`src/rtl/pcs_rx_block_sync_pkg.sv`:
```
// Shared PCS receive definitions: sync header codes, encoded block width
// and the block-lock state encoding.
package pcs_rx_block_sync_pkg;

    localparam logic [1:0]  SYNC_DATA = 2'b01;
    localparam logic [1:0]  SYNC_CTRL = 2'b10;
    localparam int unsigned BLOCK_W   = 66;

    typedef enum logic [1:0] {
        ST_UNLOCKED,
        ST_LOCKED,
        ST_SLIP
    } lock_state_e;

    function automatic logic hdr_valid(input logic [1:0] hdr);
        return (hdr == SYNC_DATA) || (hdr == SYNC_CTRL);
    endfunction

endpackage

```
`src/rtl/pcs_rx_gearbox.sv`:
```
// 32-to-66 bit receive gearbox: LSB-first bit buffer, one block out per
// cycle at most, with a one-bit slip used by the lock FSM to realign.
module pcs_rx_gearbox
    import pcs_rx_block_sync_pkg::*;
(
    input  logic        clk,
    input  logic        rst_n,
    input  logic [31:0] word_i,
    input  logic        word_vld_i,
    input  logic        slip_i,
    output logic        emit_o,
    output logic [1:0]  emit_hdr_o,
    output logic        blk_vld_o,
    output logic [1:0]  blk_hdr_o,
    output logic [63:0] blk_data_o
);

    localparam int unsigned BUF_W = BLOCK_W + 31;

    logic [BUF_W-1:0] buf_q, buf_d, acc;
    logic [6:0]       cnt_q, cnt_d, acc_cnt;
    logic             vld_q, vld_d;
    logic [1:0]       hdr_q, hdr_d;
    logic [63:0]      data_q, data_d;
    logic             emit;

    // Bits above the count are kept zero, so appending is a plain OR.
    // Taking the oldest 66 bits of the post-append buffer yields the same
    // block as removing before appending; the slip always acts last.
    always_comb begin
        acc     = buf_q;
        acc_cnt = cnt_q;
        if (word_vld_i) begin
            acc     = buf_q | (BUF_W'(word_i) << cnt_q);
            acc_cnt = cnt_q + 7'd32;
        end
        emit   = (acc_cnt >= 7'(BLOCK_W));
        buf_d  = acc;
        cnt_d  = acc_cnt;
        vld_d  = emit;
        hdr_d  = hdr_q;
        data_d = data_q;
        if (emit) begin
            hdr_d  = acc[1:0];
            data_d = acc[65:2];
            buf_d  = acc >> BLOCK_W;
            cnt_d  = acc_cnt - 7'(BLOCK_W);
        end
        if (slip_i && (cnt_d != '0)) begin
            buf_d = buf_d >> 1;
            cnt_d = cnt_d - 7'd1;
        end
    end

    always_ff @(posedge clk or negedge rst_n) begin
        if (!rst_n) begin
            buf_q  <= '0;
            cnt_q  <= '0;
            vld_q  <= 1'b0;
            hdr_q  <= '0;
            data_q <= '0;
        end else begin
            buf_q  <= buf_d;
            cnt_q  <= cnt_d;
            vld_q  <= vld_d;
            hdr_q  <= hdr_d;
            data_q <= data_d;
        end
    end

    assign emit_o     = emit;
    assign emit_hdr_o = acc[1:0];
    assign blk_vld_o  = vld_q;
    assign blk_hdr_o  = hdr_q;
    assign blk_data_o = data_q;

endmodule

```
`src/rtl/pcs_rx_block_sync.sv`:
```
// PCS receive block synchroniser: gearbox plus sync-header lock FSM that
// slips the gearbox one bit at a time until 66-bit framing is found.
module pcs_rx_block_sync
    import pcs_rx_block_sync_pkg::*;
#(
    parameter int unsigned DATA_WIDTH  = 32,
    parameter int unsigned LOCK_CNT    = 64,
    parameter int unsigned INVALID_MAX = 16
) (
    input  logic                  i_clk,
    input  logic                  i_reset_n,
    input  logic [DATA_WIDTH-1:0] i_rx_data,
    input  logic                  i_rx_valid,
    output logic [1:0]            o_sync_hdr,
    output logic [63:0]           o_data,
    output logic                  o_valid,
    output logic                  o_block_lock
);

    localparam int unsigned CNT_W = $clog2(LOCK_CNT + 1);
    localparam logic [CNT_W-1:0] LOCK_LIM = CNT_W'(LOCK_CNT);
    localparam logic [CNT_W-1:0] INV_LIM  = CNT_W'(INVALID_MAX);

    lock_state_e      state_q, state_d;
    logic [CNT_W-1:0] sh_cnt_q, sh_cnt_d, cnt_inc;
    logic [CNT_W-1:0] invld_q, invld_d, inv_inc;
    logic             lock_q, lock_d;
    logic             emit, hdr_ok;
    logic [1:0]       emit_hdr;

    pcs_rx_gearbox u_gearbox (
        .clk        (i_clk),
        .rst_n      (i_reset_n),
        .word_i     (i_rx_data),
        .word_vld_i (i_rx_valid),
        .slip_i     (state_q == ST_SLIP),
        .emit_o     (emit),
        .emit_hdr_o (emit_hdr),
        .blk_vld_o  (o_valid),
        .blk_hdr_o  (o_sync_hdr),
        .blk_data_o (o_data)
    );

    // The FSM judges each block on the edge that emits it, so a slip lands
    // before the next block is framed.
    always_comb begin
        hdr_ok   = hdr_valid(emit_hdr);
        cnt_inc  = (sh_cnt_q == '1) ? sh_cnt_q : sh_cnt_q + 1'b1;
        inv_inc  = (hdr_ok || (invld_q == '1)) ? invld_q : invld_q + 1'b1;
        state_d  = state_q;
        sh_cnt_d = sh_cnt_q;
        invld_d  = invld_q;
        unique case (state_q)
            ST_UNLOCKED: begin
                if (emit) begin
                    if (!hdr_ok) begin
                        state_d = ST_SLIP;
                    end else if (cnt_inc >= LOCK_LIM) begin
                        state_d  = ST_LOCKED;
                        sh_cnt_d = '0;
                        invld_d  = '0;
                    end else begin
                        sh_cnt_d = cnt_inc;
                    end
                end
            end
            ST_LOCKED: begin
                if (emit) begin
                    sh_cnt_d = cnt_inc;
                    invld_d  = inv_inc;
                    if (inv_inc >= INV_LIM) begin
                        state_d = ST_SLIP;
                    end else if (cnt_inc >= LOCK_LIM) begin
                        sh_cnt_d = '0;
                        invld_d  = '0;
                    end
                end
            end
            default: begin
                state_d  = ST_UNLOCKED;
                sh_cnt_d = '0;
                invld_d  = '0;
            end
        endcase
        lock_d = (state_d == ST_LOCKED);
    end

    always_ff @(posedge i_clk or negedge i_reset_n) begin
        if (!i_reset_n) begin
            state_q  <= ST_UNLOCKED;
            sh_cnt_q <= '0;
            invld_q  <= '0;
            lock_q   <= 1'b0;
        end else begin
            state_q  <= state_d;
            sh_cnt_q <= sh_cnt_d;
            invld_q  <= invld_d;
            lock_q   <= lock_d;
        end
    end

    assign o_block_lock = lock_q;

endmodule

```
`config.mk`:
```
export PLATFORM = sky130hd
export DESIGN_NAME = pcs_rx_block_sync
export DESIGN_NICKNAME = d
export VERILOG_FILES = /design/src/rtl/pcs_rx_block_sync_pkg.sv /design/src/rtl/pcs_rx_gearbox.sv /design/src/rtl/pcs_rx_block_sync.sv
export SDC_FILE = /design/constraint.sdc
export NUM_CORES = 1
export LEC_CHECK = 0
export BUFFER_PORTS_ARGS = -buffer_cell sky130_fd_sc_hd__buf_2
export CAP_MARGIN = 20
export CORE_MARGIN = 2
export CORE_UTILIZATION = 50
export DETAILED_ROUTE_END_ITERATION = 16
export GPL_TIMING_DRIVEN = 0
export HOLD_SLACK_MARGIN = 0.12
export PLACE_DENSITY = 0.69
export SETUP_SLACK_MARGIN = 0.05
export SLEW_MARGIN = 5
export SYNTH_ARGS = -nofsm -noshare
export SYNTH_HDL_FRONTEND = slang
export SYNTH_SLANG_ARGS = --single-unit
```
`constraint.sdc`:
```
create_clock -name i_clk -period 5.7 [get_ports i_clk]
set_clock_uncertainty 0.05 [all_clocks]
set_input_delay 0.285 -clock i_clk [delete_from_list [all_inputs] [get_ports i_clk]]
set_output_delay 0.285 -clock i_clk [all_outputs]
set_load 0.02 [all_outputs]
```
==> results.md, run 1 <==
* Global-route wire length before repair at 81.1 mm
* Later-pin clock latency in the skew report at ~0.46 ns
* Max-Cap Viols at 0
* Post-Syn Nets at roughly 1400
* Syn. warnings at 0
* Kind of critical path: reg2reg
* Io pins at 103
* Clock buffer count from CTS at 17
* Routed Antenna Nets at 0
* Vias at approximately 13000
* Total Routed Length at 55.4 mm
* Clock Pin Slew Worst Setup and Hold Paths at about 0.090 ns
* Final Setup Violations at 0
* I/O Buffers at between 100 and 150
* Die Wd at approximately 160 um
* P_leak at 6.11 nW
* Reg2Reg Setup Slack at 0.28 ns
* Hold/Removal Path Class: in2async
* Share of layout cells above drive strength 1 at about a fifth
* Synth area leaders: dfrtp_1 (37%), nor2_1 (8.0%), mux4_2 (7.9%)
* Initial DRT Pass Iterations at 6
* Synthesized area at between 10000 and 15000 um^2
* Largest net degree at the start of global routing at approximately 110
* Register area share after synthesis at a little under two fifths
* Crit Reg-Reg Endpoint: u_gearbox.buf_q[81]$_DFF_PN0_
* Die height at 162 um
* Total Routing Usage GR at between 40 and 50%
* Final instance area at approximately 14000 um^2
* Fmax achieved at 0.185 GHz
* Post-detail-place hpwl at approximately 42 mm
* Yosys reg bits at between 150 and 200
* RSZ-0062 raised after global routing: false
* Post-synth top area share at roughly 37%
* Final RePlAce weighted congestion at approximately 1.0
* H-tree Lvls at 4
* Net count, final at approximately 1500
* Post-synthesis cell type count at between 80 and 90
* Hold WS at between 0.15 and 0.2 ns
* Crit. End Element: flop
* Fill cells at roughly 2200
* Layout area overhead at 13.2%
* Max-slew violations at 0
* Initial DRC Count at between 2000 and 2500
* Clock Sinks at ~190
* Peak VDD IR at around 0.33 mV
* Reg2reg path depth at 18
* Post-CTS Setup Inserts at 0
* Crit path DAT at roughly 5.7 ns
* DR WL/cell at around 30 um
* Detailed-route DRC error count at 0
* CP Max Fanout at 19
* Clock Path Buffers at 2
* Reg-to-Reg Start: u_gearbox.cnt_q[2]$_DFF_PN0_
* Initial Utilization at between 50% and 60%
* Req. time, crit path at approximately 6.0 ns
* CTS tree: built
* Outcome: completed
* Die Area at between 20000 and 30000 um^2
* Final worst-path cycle share at between 90 and 100%
* Worst-margin pin slew at 1.28 ns
* Commonest cells post-synth: nor2_1 (266), dfrtp_1 (188), a21oi_1 (105)
* Root Buffer Master: clkbuf_16
* Vias in the first global route at approximately 12000
* Via density at just under 7
* Slew headroom at between 10% and 20%
* Rows at between 50 and 60
* Avg Inst Size Synth at between 9 and 10 um^2
* Area post-placement at between 10000 and 15000 um^2
* Core area at around 24000 um^2
* Final hold vios at 0
* Number of synthesized flops with an enable pin at 0
* PwrDens at 791 nW/um^2
* Final Critical Period at approximately 5.4 ns
* Initial antenna violation count at 1
* Number of diodes at 0
* Synth async-reset ratio at 100%
* Top cell type by total area after synthesis: dfrtp_1
* Mapped Cells at between 1000 and 1500
* Top FF cell, synth: dfrtp_1
* Count leader, synth: nor2_1
* Remaining Overflow, GRT at 0
* Setup crit start kind: flop
[final cells by class]
cell class	count	area (um^2)	area share (%)
Timing Repair Buffer	108	603	4.24
Tap cell	324	405	2.85
Clock buffer	17	425	2.99
Inverter	22	82.6	0.581
Multi-Input combinational cell	1038	7220	50.8
Sequential cell	188	4700	33.1
Clock inverter	15	229	1.61
Buffer	107	544	3.83
[worst max-delay path, stage by stage, from the launching register on]
cell and delay, ns:
dfrtp_1 0.37, buf_4 0.18, buf_2 0.22, inv_1 0.17, clkbuf_4 0.33, buf_2 0.33
ha_2 0.35, inv_1 0.18, o41a_4 0.54, nor2_8 0.34, buf_4 0.33, xnor2_1 0.20
ha_1 0.19, and2_1 0.28, a31o_1 0.21, buf_6 0.18, buf_2 0.31, o21ai_0 0.13
nor2_1 0.34
[placed cells by master, fill, tap and decap left out, types with 15 or more instances in the layout]
cell type    n
and3_1      21
a211oi_2    15
o211ai_1    15
buf_2      124
clkbuf_1    52
clkbuf_16   17
a221o_1     16
nor3_1      28
mux2_2      33
nand2_1     83
o21ai_0     60
a211oi_1    25
a21o_1      17
mux4_2      44
nor2_1     266
mux2i_1     72
dfrtp_1    188
nand3_1     19
a21oi_1    105
inv_1       19
[layer usage]
layer | routed length [um] | up-vias | track usage [%]
li1 | - | 5258 | -
met1 | 21500 | 6129 | 56.6
met2 | 23300 | 992 | 62.9
met3 | 6810 | 227 | 11.4
met4 | 3780 | 0 | 22.5
met5 | 0 | - | 0
[worst max path at each step]
stage                                       startpoint                            end  cells after the start
final                     u_gearbox.cnt_q[2]$_DFF_PN0_  u_gearbox.buf_q[81]$_DFF_PN0_                     18
after floorplan           u_gearbox.cnt_q[2]$_DFF_PN0_  u_gearbox.buf_q[22]$_DFF_PN0_                     19
after global routing      u_gearbox.cnt_q[2]$_DFF_PN0_  u_gearbox.buf_q[73]$_DFF_PN0_                     18
after CTS                 u_gearbox.cnt_q[2]$_DFF_PN0_  u_gearbox.buf_q[49]$_DFF_PN0_                     19
after global placement    u_gearbox.cnt_q[2]$_DFF_PN0_  u_gearbox.buf_q[73]$_DFF_PN0_                     19
after detailed placement  u_gearbox.cnt_q[2]$_DFF_PN0_  u_gearbox.buf_q[73]$_DFF_PN0_                     19
[what timing repair did]
| action | 4_1_cts | 5_1_grt |
|---|---|---|
| endpoints found under the setup margin | 102 | 95 |
| endpoints found under the hold margin | 113 | 0 |
| resized for setup | 2 | 2 |
| hold buffers | 1 | 0 |
[cell families (layout without fill, tap and decap cells)]
group | count (synthesis) | after routing | share of synthesized area [%]
buf+inv | 131 | 269 | 5.01
mux | 153 | 153 | 17.0
xor+xnor | 13 | 13 | 0.907
fa+ha+maj | 5 | 5 | 0.498
simple gates | 474 | 474 | 16.6
flops | 188 | 188 | 37.5
compound gates | 393 | 393 | 22.6
[per-stage QoR]
stage / setup TNS, ns / utilization (%) / setup WS, ns / cells / total power [mW]
3_3_place_gp: -14.26 / 55.1 / -0.404 / 1783 / 9.44
2_1_floorplan: 0 / - / 1.14 / 1357 / 6.87
3_5_place_dp: -16.97 / 55.3 / -0.390 / 1785 / 9.49
5_1_grt: 0 / 58.1 / 0.104 / 1819 / 11.6
4_1_cts: 0 / 58.0 / 0.102 / 1817 / 10.9
6_report: 0 / 58.1 / 0.285 / 1819 / 11.2
[state kept, by name, indices dropped and copies added (netlist names)]
signal and count:
u_gearbox.blk_data_o 64, o_block_lock 1, state_q 2, u_gearbox.blk_vld_o 1
u_gearbox.cnt_q 7, sh_cnt_q 7, u_gearbox.blk_hdr_o 2, invld_q 7
u_gearbox.buf_q 97
[power breakdown]
| group | total, mW | internal [mW] | switching (mW) |
|---|---|---|---|
| Sequential | 2.29 | 1.98 | 0.311 |
| Clock | 1.36 | 0.659 | 0.700 |
| Combinational | 7.59 | 2.41 | 5.18 |
| Total | 11.2 | 5.05 | 6.19 |
Note: power is estimated with default switching activity, not from simulation.
==> run 2, diff against run 1 <==
--- a/config.mk
+++ b/config.mk
@@ -12,7 +12,7 @@
 export DETAILED_ROUTE_END_ITERATION = 16
 export GPL_TIMING_DRIVEN = 0
 export HOLD_SLACK_MARGIN = 0.12
-export PLACE_DENSITY = 0.69
+export PLACE_DENSITY = 0.71
 export SETUP_SLACK_MARGIN = 0.05
 export SLEW_MARGIN = 5
 export SYNTH_ARGS = -nofsm -noshare
==> constraint.sdc (replaced) <==
create_clock -name i_clk -period 4.6 [get_ports i_clk]
set_clock_uncertainty 0.05 [all_clocks]
set_input_delay 0.23 -clock i_clk [delete_from_list [all_inputs] [get_ports i_clk]]
set_output_delay 0.23 -clock i_clk [all_outputs]
set_load 0.02 [all_outputs]
==> run 2 against run 1 <==
Compared with the run above: count of clock-buffer cells in the layout unchanged; sequential power up 24%; register-to-register slack worse by 0.13 ns; via count down 0.63%.
==> results.md, run 2 (synthesized netlist as in run 1, its figures left out) <==
* Outcome: completed
* CP Max Fanout at 10
* I/O Buffers at ~100
* Setup TNS Final at 0 ns
* H-tree Lvls at 4
* Net count, final at 1524
* Final hold vios at 0
* Reg-to-Reg Start: u_gearbox.cnt_q[6]$_DFF_PN0_
* Total Routing Usage GR at approximately two fifths
* Hold/Removal Path Class: in2async
* Die Wd at between 150 and 200 um
* Final RePlAce weighted congestion at between 1 and 1.5
* Max-Cap Viols at 0
* Post-Layout Cell Count at roughly 1800
* Via density at 6.88
* Routed Antenna Nets at 0
* Crit Reg-Reg Endpoint: u_gearbox.buf_q[43]$_DFF_PN0_
* Commonest non-fill, non-tap cell in the layout: nor2_1
* CTS tree: built
* Clock Sinks at between 150 and 200
* Rows at 57
* Final worst-path cycle share at a little over nine tenths
* Reg2reg path depth at 9
* Largest Register: u_gearbox.buf_q
* Reg2Reg Setup Slack at about 0.16 ns
* Kind of critical path: reg2reg
* Worst-margin pin slew at roughly 1.2 ns
* Initial Utilization at 51.3%
* Vias at 12500
* Die Area at between 20000 and 30000 um^2
* Share of layout cells above drive strength 1 at 21.4%
* Clock Path Buffers at 2
* PwrDens at 975 nW/um^2
* Setup slack after layout at around 0.16 ns
* Vias in the first global route at 11800
* Crit path DAT at roughly 4.8 ns
* Max reg flops at 97
* Post-detail-place hpwl at ~42 mm
* Design Power at 14.0 mW
* Io pins at approximately 100
* Post-layout util at 58.7%
* Die height at around 160 um
* P_leak at about 6.2 nW
* Global-route wire length before repair at 79.7 mm
* Final Setup Violations at 0
* Clock buffer count from CTS at 17
* Total Routed Length at roughly 54 mm
* Final Critical Period at 4.44 ns
* Root Buffer Master: clkbuf_16
* Initial antenna violation count at 0
* Req. time, crit path at 4.93 ns
* Initial DRT Pass Iterations at 6
* RSZ-0062 raised after global routing: false
* Largest net degree at the start of global routing at around 110
* Pre-CTS setup slack at -1.20 ns
* Layout area overhead at 14.3%
* Max-slew violations at 0
* Commonest non-fill, non-tap cells in the layout: nor2_1 (266), dfrtp_1 (188), buf_2 (116)
* Number of diodes at 0
* Slew headroom at about 18%
* Setup crit start kind: flop
* Placed insts at approximately 1800
* Core area at between 20000 and 25000 um^2
* Clock Pin Slew Worst Setup and Hold Paths at approximately 0.09 ns
* Fmax achieved at around 0.23 GHz
* DR WL/cell at between 20 and 30 um
* Peak VDD IR at between 0.4 and 0.5 mV
* Initial DRC Count at around 2000
* Crit. End Element: flop
* Detailed-route DRC error count at 0
* Remaining Overflow, GRT at 0
* Later-pin clock latency in the skew report at approximately 0.46 ns
## run 2: cell types whose count changed in the layout (fill, tap and decap cells not counted), sizes merged
cell	delta
inv	-5
clkbuf	-2
bufinv	+1
clkinv	+2
clkinvlp	+2
buf	+4
## run 2: per-stage QoR
| stage | hold WS, ns | cell area, um^2 |
|---|---|---|
| 2_1_floorplan | -0.116 | 12600 |
| 3_3_place_gp | 0.434 | 13500 |
| 3_5_place_dp | 0.217 | 13500 |
| 4_1_cts | 0.332 | 14300 |
| 5_1_grt | 0.364 | 14300 |
| 6_report | 0.298 | 14300 |
## run 2: what timing repair did
action,CTS,global route
gates resized for setup,28,10
hold buffers,1,0
setup buffers,0,4
setup endpoints to repair,122,97
endpoints found under the hold margin,75,0
pin swaps,0,1
## run 2: power breakdown
part           internal (mW)  total (mW)  switching, mW
sequential              2.45        2.83          0.379
combinational           3.08        9.46           6.38
clock                  0.856        1.69          0.837
## run 2: how the worst max path moves through the flow
| stage | from | endpoint | depth (start not counted) |
|---|---|---|---|
| detailed placement | u_gearbox.cnt_q[2]$_DFF_PN0_ | u_gearbox.buf_q[58]$_DFF_PN0_ | 18 |
| CTS | u_gearbox.cnt_q[2]$_DFF_PN0_ | u_gearbox.cnt_q[1]$_DFF_PN0_ | 19 |
| floorplan | u_gearbox.cnt_q[2]$_DFF_PN0_ | u_gearbox.buf_q[22]$_DFF_PN0_ | 19 |
| global route | u_gearbox.cnt_q[1]$_DFF_PN0_ | u_gearbox.buf_q[28]$_DFF_PN0_ | 20 |
| global placement | u_gearbox.cnt_q[2]$_DFF_PN0_ | u_gearbox.cnt_q[1]$_DFF_PN0_ | 20 |
| finish | u_gearbox.cnt_q[6]$_DFF_PN0_ | u_gearbox.buf_q[43]$_DFF_PN0_ | 9 |
## run 2: critical path: stages (launching register included)
cell	delay [ns]
dfrtp_1	0.45
clkbuf_1	0.27
nor2b_1	0.66
nand2_1	0.65
nor2_1	0.83
clkbuf_1	0.56
a31oi_1	0.14
o21ai_0	0.41
nor2_1	0.11
a211oi_2	0.22
## run 2: cell type report
cell class / instances / area [um^2]
Buffer: 108 / 623
Multi-Input combinational cell: 1038 / 7250
Clock buffer: 17 / 425
Timing Repair Buffer: 109 / 608
Inverter: 22 / 90.1
Tap cell: 324 / 405
Sequential cell: 188 / 4700
Clock inverter: 15 / 239
Fill cell: 2231 / 10100
## run 2: routing by layer
metal	vias up	GRT usage (%)	part of all wire (%)
met4	0	23.3	7.1
met2	974	61.6	42
met5	-	0	0
li1	5258	-	-
met1	6069	55.7	39
met3	226	9.78	11
